[src/rtl/clk_div_cfg_ctrl.sv]
// Runtime enable/ratio controller for the reference-clock divider.
// A ratio change drains to a low divided clock, gates the divider, loads the new ratio, then re-enables it.
module clk_div_cfg_ctrl #(
   parameter logic [3:0] DEFAULT_RATIO = 4'd2,
   parameter int         GAP_CYCLES    = 2,
   parameter int         TIMEOUT       = 32
) (
   input  logic       i_ref_clk,
   input  logic       i_rst_n,
   input  logic       i_ctrl_en,
   input  logic       i_cfg_valid,
   input  logic [3:0] i_cfg_ratio,
   output logic       o_cfg_ready,
   input  logic       i_div_clk,
   output logic       o_clk_en,
   output logic [3:0] o_div_ratio,
   output logic       o_busy,
   output logic       o_cfg_done,
   output logic       o_timeout,
   output logic [2:0] o_dbg_state
);

   // Handshake: a request transfers on a rising edge where i_cfg_valid && o_cfg_ready.
   // The requester keeps i_cfg_valid and i_cfg_ratio stable until that edge; ready never
   // depends on valid, so a held request is simply taken once the FSM is back in IDLE/RUN.

   localparam int WAIT_W = $clog2(TIMEOUT + 1);
   localparam int GAP_W  = $clog2(GAP_CYCLES + 1);
   localparam logic [WAIT_W-1:0] WAIT_LAST = WAIT_W'(TIMEOUT - 1);
   localparam logic [GAP_W-1:0]  GAP_LAST  = GAP_W'(GAP_CYCLES - 1);

   typedef enum logic [2:0] {
      IDLE  = 3'd0,
      RUN   = 3'd1,
      DRAIN = 3'd2,
      GATE  = 3'd3,
      LOAD  = 3'd4
   } state_t;

   state_t            state_q, state_d;
   logic [3:0]        ratio_q;
   logic [3:0]        pending_q;
   logic              upd_q;
   logic [WAIT_W-1:0] wait_cnt;
   logic [GAP_W-1:0]  gap_cnt;
   logic              done_q;
   logic              timeout_q;
   logic              accept;

   assign o_cfg_ready = (state_q == IDLE) || (state_q == RUN);
   assign o_clk_en    = (state_q == RUN) || (state_q == DRAIN);
   assign o_busy      = (state_q == DRAIN) || (state_q == GATE) || (state_q == LOAD);
   assign o_div_ratio = ratio_q;
   assign o_cfg_done  = done_q;
   assign o_timeout   = timeout_q;
   assign o_dbg_state = state_q;
   assign accept      = i_cfg_valid && o_cfg_ready;

   always_comb begin
      state_d = state_q;
      case (state_q)
         IDLE:    if (!accept && i_ctrl_en) state_d = RUN;
         RUN:     if (accept || !i_ctrl_en) state_d = DRAIN;
         DRAIN:   if (!i_div_clk || (wait_cnt == WAIT_LAST)) state_d = GATE;
         GATE:    if (gap_cnt == GAP_LAST) state_d = upd_q ? LOAD : IDLE;
         LOAD:    state_d = i_ctrl_en ? RUN : IDLE;
         default: state_d = IDLE;
      endcase
   end

   always_ff @(posedge i_ref_clk) begin
      if (!i_rst_n) begin
         state_q   <= IDLE;
         ratio_q   <= DEFAULT_RATIO;
         pending_q <= DEFAULT_RATIO;
         upd_q     <= 1'b0;
         wait_cnt  <= '0;
         gap_cnt   <= '0;
         done_q    <= 1'b0;
         timeout_q <= 1'b0;
      end else begin
         state_q   <= state_d;
         done_q    <= 1'b0;
         timeout_q <= 1'b0;

         if (state_q == IDLE && accept) begin
            ratio_q <= i_cfg_ratio;
            done_q  <= 1'b1;
         end

         // A shutdown racing a request still applies the ratio; LOAD then falls to IDLE.
         if (state_q == RUN) begin
            if (accept) begin
               pending_q <= i_cfg_ratio;
               upd_q     <= 1'b1;
            end else if (!i_ctrl_en) begin
               upd_q <= 1'b0;
            end
         end

         if (state_q == LOAD) begin
            ratio_q <= pending_q;
            done_q  <= 1'b1;
         end

         // Leaving DRAIN with the divided clock still high can only be the timeout path.
         if (state_q == DRAIN && state_d == GATE && i_div_clk) timeout_q <= 1'b1;

         if (state_d != state_q)                         wait_cnt <= '0;
         else if (state_q == DRAIN && wait_cnt != '1)    wait_cnt <= wait_cnt + 1'b1;

         if (state_d != state_q)                         gap_cnt <= '0;
         else if (state_q == GATE && gap_cnt != '1)      gap_cnt <= gap_cnt + 1'b1;
      end
   end

endmodule

[config.mk]
export PLATFORM = sky130hd
export DESIGN_NAME = clk_div_cfg_ctrl
export DESIGN_NICKNAME = d
export VERILOG_FILES = /design/src/rtl/clk_div_cfg_ctrl.sv
export SDC_FILE = /design/constraint.sdc
export NUM_CORES = 1
export LEC_CHECK = 0
export CELL_PAD_IN_SITES_DETAIL_PLACEMENT = 1
export CELL_PAD_IN_SITES_GLOBAL_PLACEMENT = 1
export CORE_AREA = 4 4 60 62
export DETAILED_ROUTE_END_ITERATION = 16
export DIE_AREA = 0 0 64 66
export PLACE_DENSITY_LB_ADDON = 0.1
export SKIP_LAST_GASP = 1
export SYNTH_ARGS = -nofsm -noshare
export SYNTH_HDL_FRONTEND = slang
export SYNTH_SLANG_ARGS = --single-unit
[constraint.sdc]
create_clock -name i_ref_clk -period 2.1 [get_ports i_ref_clk]
set_clock_uncertainty 0.15 [all_clocks]
set_input_delay 0.21 -clock i_ref_clk [delete_from_list [all_inputs] [get_ports i_ref_clk]]
set_output_delay 0.21 -clock i_ref_clk [all_outputs]
set_load 0.005 [all_outputs]
==> results of run 1 <==
## worst reg2reg max path, stage by stage, from the launching register on
cell and delay (ns):
dfxtp_1 0.40, ha_1 0.21, and4bb_1 0.22, a221o_1 0.30, buf_4 0.16, a21o_2 0.19
and4_1 0.20
## kinds of logic (layout without fill, tap and decap cells)
kind of cell / Yosys count / after routing
simple gates: 42 / 42
compound gates: 31 / 31
flops: 22 / 22
buf+inv: 9 / 36
xor+xnor: 7 / 7
mux: 6 / 6
fa+ha+maj: 3 / 3
## layout make-up
cell class / count / area [µm²] / share of cell area (%)
inverter: 3 / 11.3 / 0.776
tap: 44 / 55.1 / 3.79
clock buffer: 4 / 36.3 / 2.50
sequential: 22 / 444 / 30.6
timing repair buffer: 29 / 267 / 18.4
multi-input combinational: 89 / 638 / 44.0
## Yosys cell counts, types with 2 or more instances
library cell / number / area [µm²]
a22oi_1: 2 / 15.0
buf_6: 2 / 22.5
xnor2_1: 7 / 61.3
nand2_1: 10 / 37.5
dfxtp_1: 22 / 440
nand3_1: 4 / 20.0
inv_1: 3 / 11.3
a211oi_1: 3 / 22.5
mux2i_1: 6 / 60.1
o21ai_0: 3 / 15.0
nand2b_1: 2 / 12.5
nand4_1: 2 / 12.5
a21boi_0: 3 / 22.5
and4_1: 2 / 17.5
ha_1: 3 / 37.5
clkbuf_1: 2 / 7.51
a2111oi_2: 2 / 30.0
nor2_1: 6 / 22.5
nor2b_1: 7 / 43.8
a21oi_1: 10 / 50.1
## state kept, by name, summed over array words and instances, names as in the netlist
signal / count
upd_q: 1
wait_cnt: 6
gap_cnt: 2
o_div_ratio: 4
pending_q: 4
o_cfg_done: 1
o_timeout: 1
o_dbg_state: 3
## where the power goes
group | total (mW) | switching (mW) | leakage (nW) | internal (mW)
clock | 0.246 | 0.140 | 0.0210 | 0.106
combinational | 0.137 | 0.0581 | 0.317 | 0.0785
sequential | 0.444 | 0.0123 | 0.180 | 0.431
total | 0.826 | 0.210 | 0.518 | 0.616
## stage by stage
stage	hold WS, ns	cell area [µm²]	cells	setup WS (ns)
finish	0.322	1450	191	0.157
global route	0.372	1450	191	0.0225
CTS	0.324	1450	191	0.00879
detailed placement	0.306	1410	187	0.0391
global placement	0.301	1410	187	0.0746
floorplan	0.188	1130	120	0.231
## layer usage
metal / vias to the layer above / wire length, µm
li1: 488 / -
met1: 456 / 1210
met2: 16 / 1370
met3: 2 / 123
met4: 0 / 33
met5: - / 0
## worst paths after layout
kind	start	depth (start not counted)	endpoint	slack, ns
worst max-delay path	o_dbg_state[0]	4	o_clk_en	0.16
worst min-delay path	pending_q[0]	2	o_div_ratio[0]	0.32
worst max register to register	gap_cnt[0]	6	o_timeout	0.17
worst min register to register	pending_q[0]	2	o_div_ratio[0]	0.32
## what timing repair did
| item | in CTS | in global routing |
|---|---|---|
| endpoints found under the setup margin | 2 | 7 |
| resized for setup | 3 | 1 |
| pin swaps | 0 | 1 |
| buffers inserted | 0 | 0 |
## layout by cell type, fill, tap and decap left out, drive strengths merged
| cell type | n |
|---|---|
| clkdlybuf4s50 | 19 |
| and4bb | 2 |
| a21oi | 10 |
| o211ai | 1 |
| buf | 9 |
| and4 | 2 |
| o211a | 1 |
| clkbuf | 4 |
| and3 | 1 |
| a2111o | 1 |
| nor2 | 6 |
| nor3b | 2 |
| o21ai | 4 |
| and2b | 1 |
| nand2 | 10 |
| nor3 | 1 |
| inv | 3 |
| nand3 | 4 |
| and2 | 1 |
| a22oi | 2 |
| ha | 3 |
| mux2i | 6 |
| a2111oi | 2 |
| dfxtp | 22 |
| dlygate4sd2 | 1 |
| or3b | 1 |
| nand2b | 2 |
| a211o | 1 |
| nor2b | 7 |
| a221o | 1 |
| a21boi | 3 |
| a211oi | 3 |
| a311oi | 1 |
| a21o | 1 |
| xnor2 | 7 |
| nand4 | 2 |
==> out/results.tsv, run 1 <==
stage	metric	value	unit
power_and_ir_drop	final total power	0.826	mW
synth	Post-Synth Simple-Gate Area	22.5	%
global_route	grt met1 use	16.1	%
floorplanning	initial core utilization	37.3	%
clock_network	Clock Path Buffers	2	
setup_path	critical-path cell list	buf_4 -> xnor2_1 -> nor2_1 -> clkdlybuf4s50_1	
cells_and_area	Fill cells	362	
hold_path	HP Class	reg2reg	
global_route	vias in the first global route	988	
global_route	first-pass GRT wire length	4650	µm
clock_network	hold_buf cts	0	
clock_network	Sink Count	22	
timing	Tcrit/Tclk final	92.5	%
power_and_ir_drop	Lkg Pwr	0.518	nW
global_route	GR peak layer	met2	
cells_and_area	Area Overhead vs Synth	28.6	%
floorplanning	I/O pins	21	
global_route	largest net degree at the start of global routing	13	
place	HPWL Detailed	2120	µm
timing	Slew Limit Fails	0	
clock_network	CTS clk-pin slew, worst paths	0.13	ns
synth	synthesized flop and latch total	22	
cells_and_area	Finished Core Util	47.9	%
synth	post-synthesis mux area share	5.32	%
synth	Syn Nets	132	
global_route	GRT met2 Usage	25.7	%
synth	Cell Area, Synth	1130	µm²
setup_path	Setup crit start kind	register	
synth	xor and xnor area share after synthesis	5.43	%
global_route	GRT Total Usage	14.2	%
clock_network	H-tree lvl count	1	
synth	Syn Area/Cell	9.40	µm²
cells_and_area	ANT cells	0	
setup_path	Critical Path RT	1.74	ns
synth	Synth cell types	39	
timing	Final min period	1.94	ns
synth	Adder-Cell Fraction of Synth Area	3.33	%
synth	register area share after synthesis	39.0	%
cells_and_area	layout cells sized above 1	15.0	%
drt	TritonRoute pass-1 iters	2	
setup_path	Crit path buffers/inverters	2	
timing	Peak Freq	0.515	GHz
timing	TNS Setup	0	ns
floorplanning	row cnt	20	
power_and_ir_drop	cell area power density	569	nW/µm²
setup_path	worst stage delay on the critical path	0.50	ns
floorplanning	chip width	64	µm
timing	endpoints failing hold	0	
setup_path	worst-path maximum fanout	9	
floorplanning	Die Footprint	4220	µm²
clock_network	Clk Latency, worst-skew pair	0.32	ns
timing	unrepaired setup endpoints after global routing	false	
place	gp weighted congestion	0.749	
power_and_ir_drop	Peak VDD IR	204	µV
synth	compound-cell area share of the yosys netlist	20.0	%
setup_path	slowest stage cell on the critical path	clkdlybuf4s50_1	
synth	synthesized netlist cell count	120	
timing	Max-slew headroom	70.7	%
timing	Slew @ Worst Pin	0.437	ns
setup_path	Crit. End Element	output pin	
synth	async set or reset register ratio after synthesis	0	%
flow_run	maxcap violations	0	
drt	final WL	2740	µm
synth	Post-synth EDFFs	0	
clock_network	CTS tree	done	
setup_path	WP data arrival	1.58	ns
clock_network	CTS Buf Count	3	
place	PortBufs	20	
setup_path	crit path kind	reg2out	
drt	via count	962	
setup_path	Worst path top cell family by delay	buffers and inverters	
synth	largest family of logic cells by synthesized area	simple AND/OR/NAND/NOR gates	
synth	Ys Warns	0	
timing	Setup Viol. Count Final	0	
clock_network	Clock Tree Root	clkbuf_4	
global_route	grt met3 use	3.40	%
global_route	initial antenna violation count	0	
drt	DR iter-0 viols	27	
global_route	GRT overflow	0	
synth	Synth Flop Type	dfxtp_1	
floorplanning	die height	66	µm
drt	wire length per cell	14.3	µm
drt	ANT nets after route	0	
floorplanning	core area	3030	µm²
drt	post-DR vias/cell	5.04	
cells_and_area	nets	160	
run_status	status	finished, final reports clean	
drt	DRC	0	
No activity file was read; power rests on OpenSTA's default activity.
==> run 2: changes to the inputs <==
--- a/config.mk
+++ b/config.mk
@@ -7,9 +7,9 @@
 export LEC_CHECK = 0
 export CELL_PAD_IN_SITES_DETAIL_PLACEMENT = 1
 export CELL_PAD_IN_SITES_GLOBAL_PLACEMENT = 1
-export CORE_AREA = 4 4 60 62
+export CORE_AREA = 2 2 58 60
 export DETAILED_ROUTE_END_ITERATION = 16
-export DIE_AREA = 0 0 64 66
+export DIE_AREA = 0 0 60 62
 export PLACE_DENSITY_LB_ADDON = 0.1
 export SKIP_LAST_GASP = 1
 export SYNTH_ARGS = -nofsm -noshare
==> run 2 against run 1 <==
Compared with the run above: combinational power barely moved; via count rose by 1.2%; final cell count rose by 1.6%; sequential share of layout area fell by 0.61 points; global-route usage rose by 2.1 points; critical endpoint is now wait_cnt[4]; flip-flop and latch count did not move.
==> out/results.tsv, run 2 (same netlist as run 1, synthesis figures left out) <==
stage	metric	value	unit
run_status	status	finished, final reports clean	
place	Placed Cells	190	
cells_and_area	Design Area, Final	1490	µm²
place	PortBufs	20	
timing	Tcrit/Tclk final	93.5	%
clock_network	Clock Path Buffers	2	
drt	wire length per cell	14.0	µm
power_and_ir_drop	cell area power density	612	nW/µm²
cells_and_area	ANT cells	0	
global_route	initial antenna violation count	0	
setup_path	Critical Path RT	2.20	ns
timing	Peak Freq	0.509	GHz
flow_run	maxcap violations	0	
place	HPWL Detailed	2160	µm
timing	Final min period	1.96	ns
cells_and_area	nets	161	
floorplanning	initial core utilization	35.5	%
floorplanning	die height	62	µm
cells_and_area	max reg flops	6	
cells_and_area	layout cells sized above 1	15.5	%
timing	endpoints failing hold	0	
floorplanning	Die Footprint	3720	µm²
global_route	largest net degree at the start of global routing	14	
hold_path	HP Class	reg2reg	
cells_and_area	register with the most flip-flops	wait_cnt	
drt	ANT nets after route	0	
clock_network	CTS clk-pin slew, worst paths	0.13	ns
place	dpl cell area	1420	µm²
drt	DR iter-0 viols	14	
cells_and_area	Area Overhead vs Synth	31.6	%
clock_network	hold_buf cts	0	
clock_network	Clock Tree Root	clkbuf_4	
setup_path	R2R depth	5	
drt	DRC	0	
drt	TritonRoute pass-1 iters	2	
drt	post-DR vias/cell	5.02	
timing	unrepaired setup endpoints after global routing	false	
timing	Slew Limit Fails	0	
timing	hold slack	0.312	ns
global_route	GRT Total Usage	16.3	%
global_route	GRT overflow	0	
power_and_ir_drop	Lkg Pwr	0.543	nW
hold_path	worst hold stages	2	
global_route	vias in the first global route	985	
cells_and_area	Fill cells	378	
cells_and_area	most frequent cells in the layout	20 x dfxtp_1, 19 x clkdlybuf4s50_1, 10 x a21oi_1, 10 x buf_4, 9 x nand2_1	
cells_and_area	commonest non-fill, non-tap cell in the layout	dfxtp_1	
timing	TNS Setup	0	ns
setup_path	WP data arrival	2.06	ns
floorplanning	core area	3180	µm²
floorplanning	chip width	60	µm
place	gp weighted congestion	0.793	
clock_network	Sink Count	22	
floorplanning	row cnt	21	
cells_and_area	Cell Count, Final, Fillers Out	194	
timing	Setup Viol. Count Final	0	
setup_path	worst-path maximum fanout	7	
clock_network	setup bufs post-CTS	0	
cells_and_area	Multi-input gate area	641	µm²
clock_network	Clk Latency, worst-skew pair	0.31	ns
power_and_ir_drop	Peak VDD IR	248	µV
clock_network	H-tree lvl count	1	
floorplanning	I/O pins	21	
clock_network	CTS tree	done	
global_route	first-pass GRT wire length	4480	µm
setup_path	Crit. End Element	register	
setup_path	Setup crit start kind	register	
cells_and_area	Storage cell area	445	µm²
drt	final WL	2710	µm
clock_network	CTS Buf Count	3	
drt	via count	974	
timing	Max-slew headroom	74.6	%
timing	Slew @ Worst Pin	0.378	ns
setup_path	crit path kind	reg2reg	
[run 2: cell types whose count changed in the layout (fill, tap and decap cells not counted)]
cell and change:
dlygate4sd2_1 -1, nand2_1 -1, dfxtp_2 -2, dfxtp_4 +1, bufinv_16 +1, buf_4 +1
clkbuf_8 -1, dfxtp_1 +1, dlymetal6s2s_1 +1, nand2_2 +1
[run 2: cell type report]
cell class	count	area share, %
clock buffer	3	1.52
clock inverter	1	2.02
inverter	3	0.758
multi-input combinational	89	43.1
sequential	22	30.0
tap	46	3.88
timing repair buffer	30	18.7
[run 2: per-layer routing]
metal / track usage (%) / part of all wire, % / wire [µm]
met1: 20.1 / 45 / 1230
met4: 6.67 / 1.5 / 40
met2: 28.4 / 51 / 1380
met5: 0 / 0 / 0
met3: 2.48 / 2.4 / 66
[run 2: per-stage QoR]
stage / utilization [%] / worst slack, ns / power [mW]
after CTS: 46.6 / 0.00742 / 0.920
after global placement: 44.7 / 0.0797 / 0.586
after floorplan: - / 0.231 / 0.519
final: 46.7 / 0.136 / 0.909
after detailed placement: 44.7 / 0.0267 / 0.591
after global routing: 46.7 / 0.0389 / 0.959
[run 2: repair_timing]
action,in CTS,in global routing
pin swaps,0,1
resized for setup,3,2
endpoints found under the hold margin,0,0
setup endpoints to repair,1,8
[run 2: critical path: stages, from the launching register on]
cell and delay [ns]:
dfxtp_1 0.41, ha_1 0.22, and4bb_1 0.22, a221o_1 0.30, a2111o_1 0.42, a21oi_1 0.19
[run 2: worst paths after layout]
kind	start	slack (ns)	endpoint
setup / recovery	gap_cnt[0]	0.14	wait_cnt[4]
hold / removal	pending_q[0]	0.31	o_div_ratio[0]
setup reg to reg	gap_cnt[0]	0.14	wait_cnt[4]
hold reg to reg	pending_q[0]	0.31	o_div_ratio[0]
[run 2: power by group]
part | internal, mW | switching, mW
clock network | 0.193 | 0.135
logic | 0.0789 | 0.0591
registers | 0.431 | 0.0114
total | 0.703 | 0.206
==> run 3: changes to the inputs <==
--- a/config.mk
+++ b/config.mk
@@ -5,9 +5,11 @@
 export SDC_FILE = /design/constraint.sdc
 export NUM_CORES = 1
 export LEC_CHECK = 0
+export ABC_CLOCK_PERIOD_IN_PS = 2100
 export CELL_PAD_IN_SITES_DETAIL_PLACEMENT = 1
 export CELL_PAD_IN_SITES_GLOBAL_PLACEMENT = 1
 export CORE_AREA = 2 2 58 60
+export CTS_CLUSTER_DIAMETER = 60
 export DETAILED_ROUTE_END_ITERATION = 16
 export DIE_AREA = 0 0 60 62
 export PLACE_DENSITY_LB_ADDON = 0.1
==> results of run 3 <==
The final DEF is identical to that of run 2; final timing and power are the same.
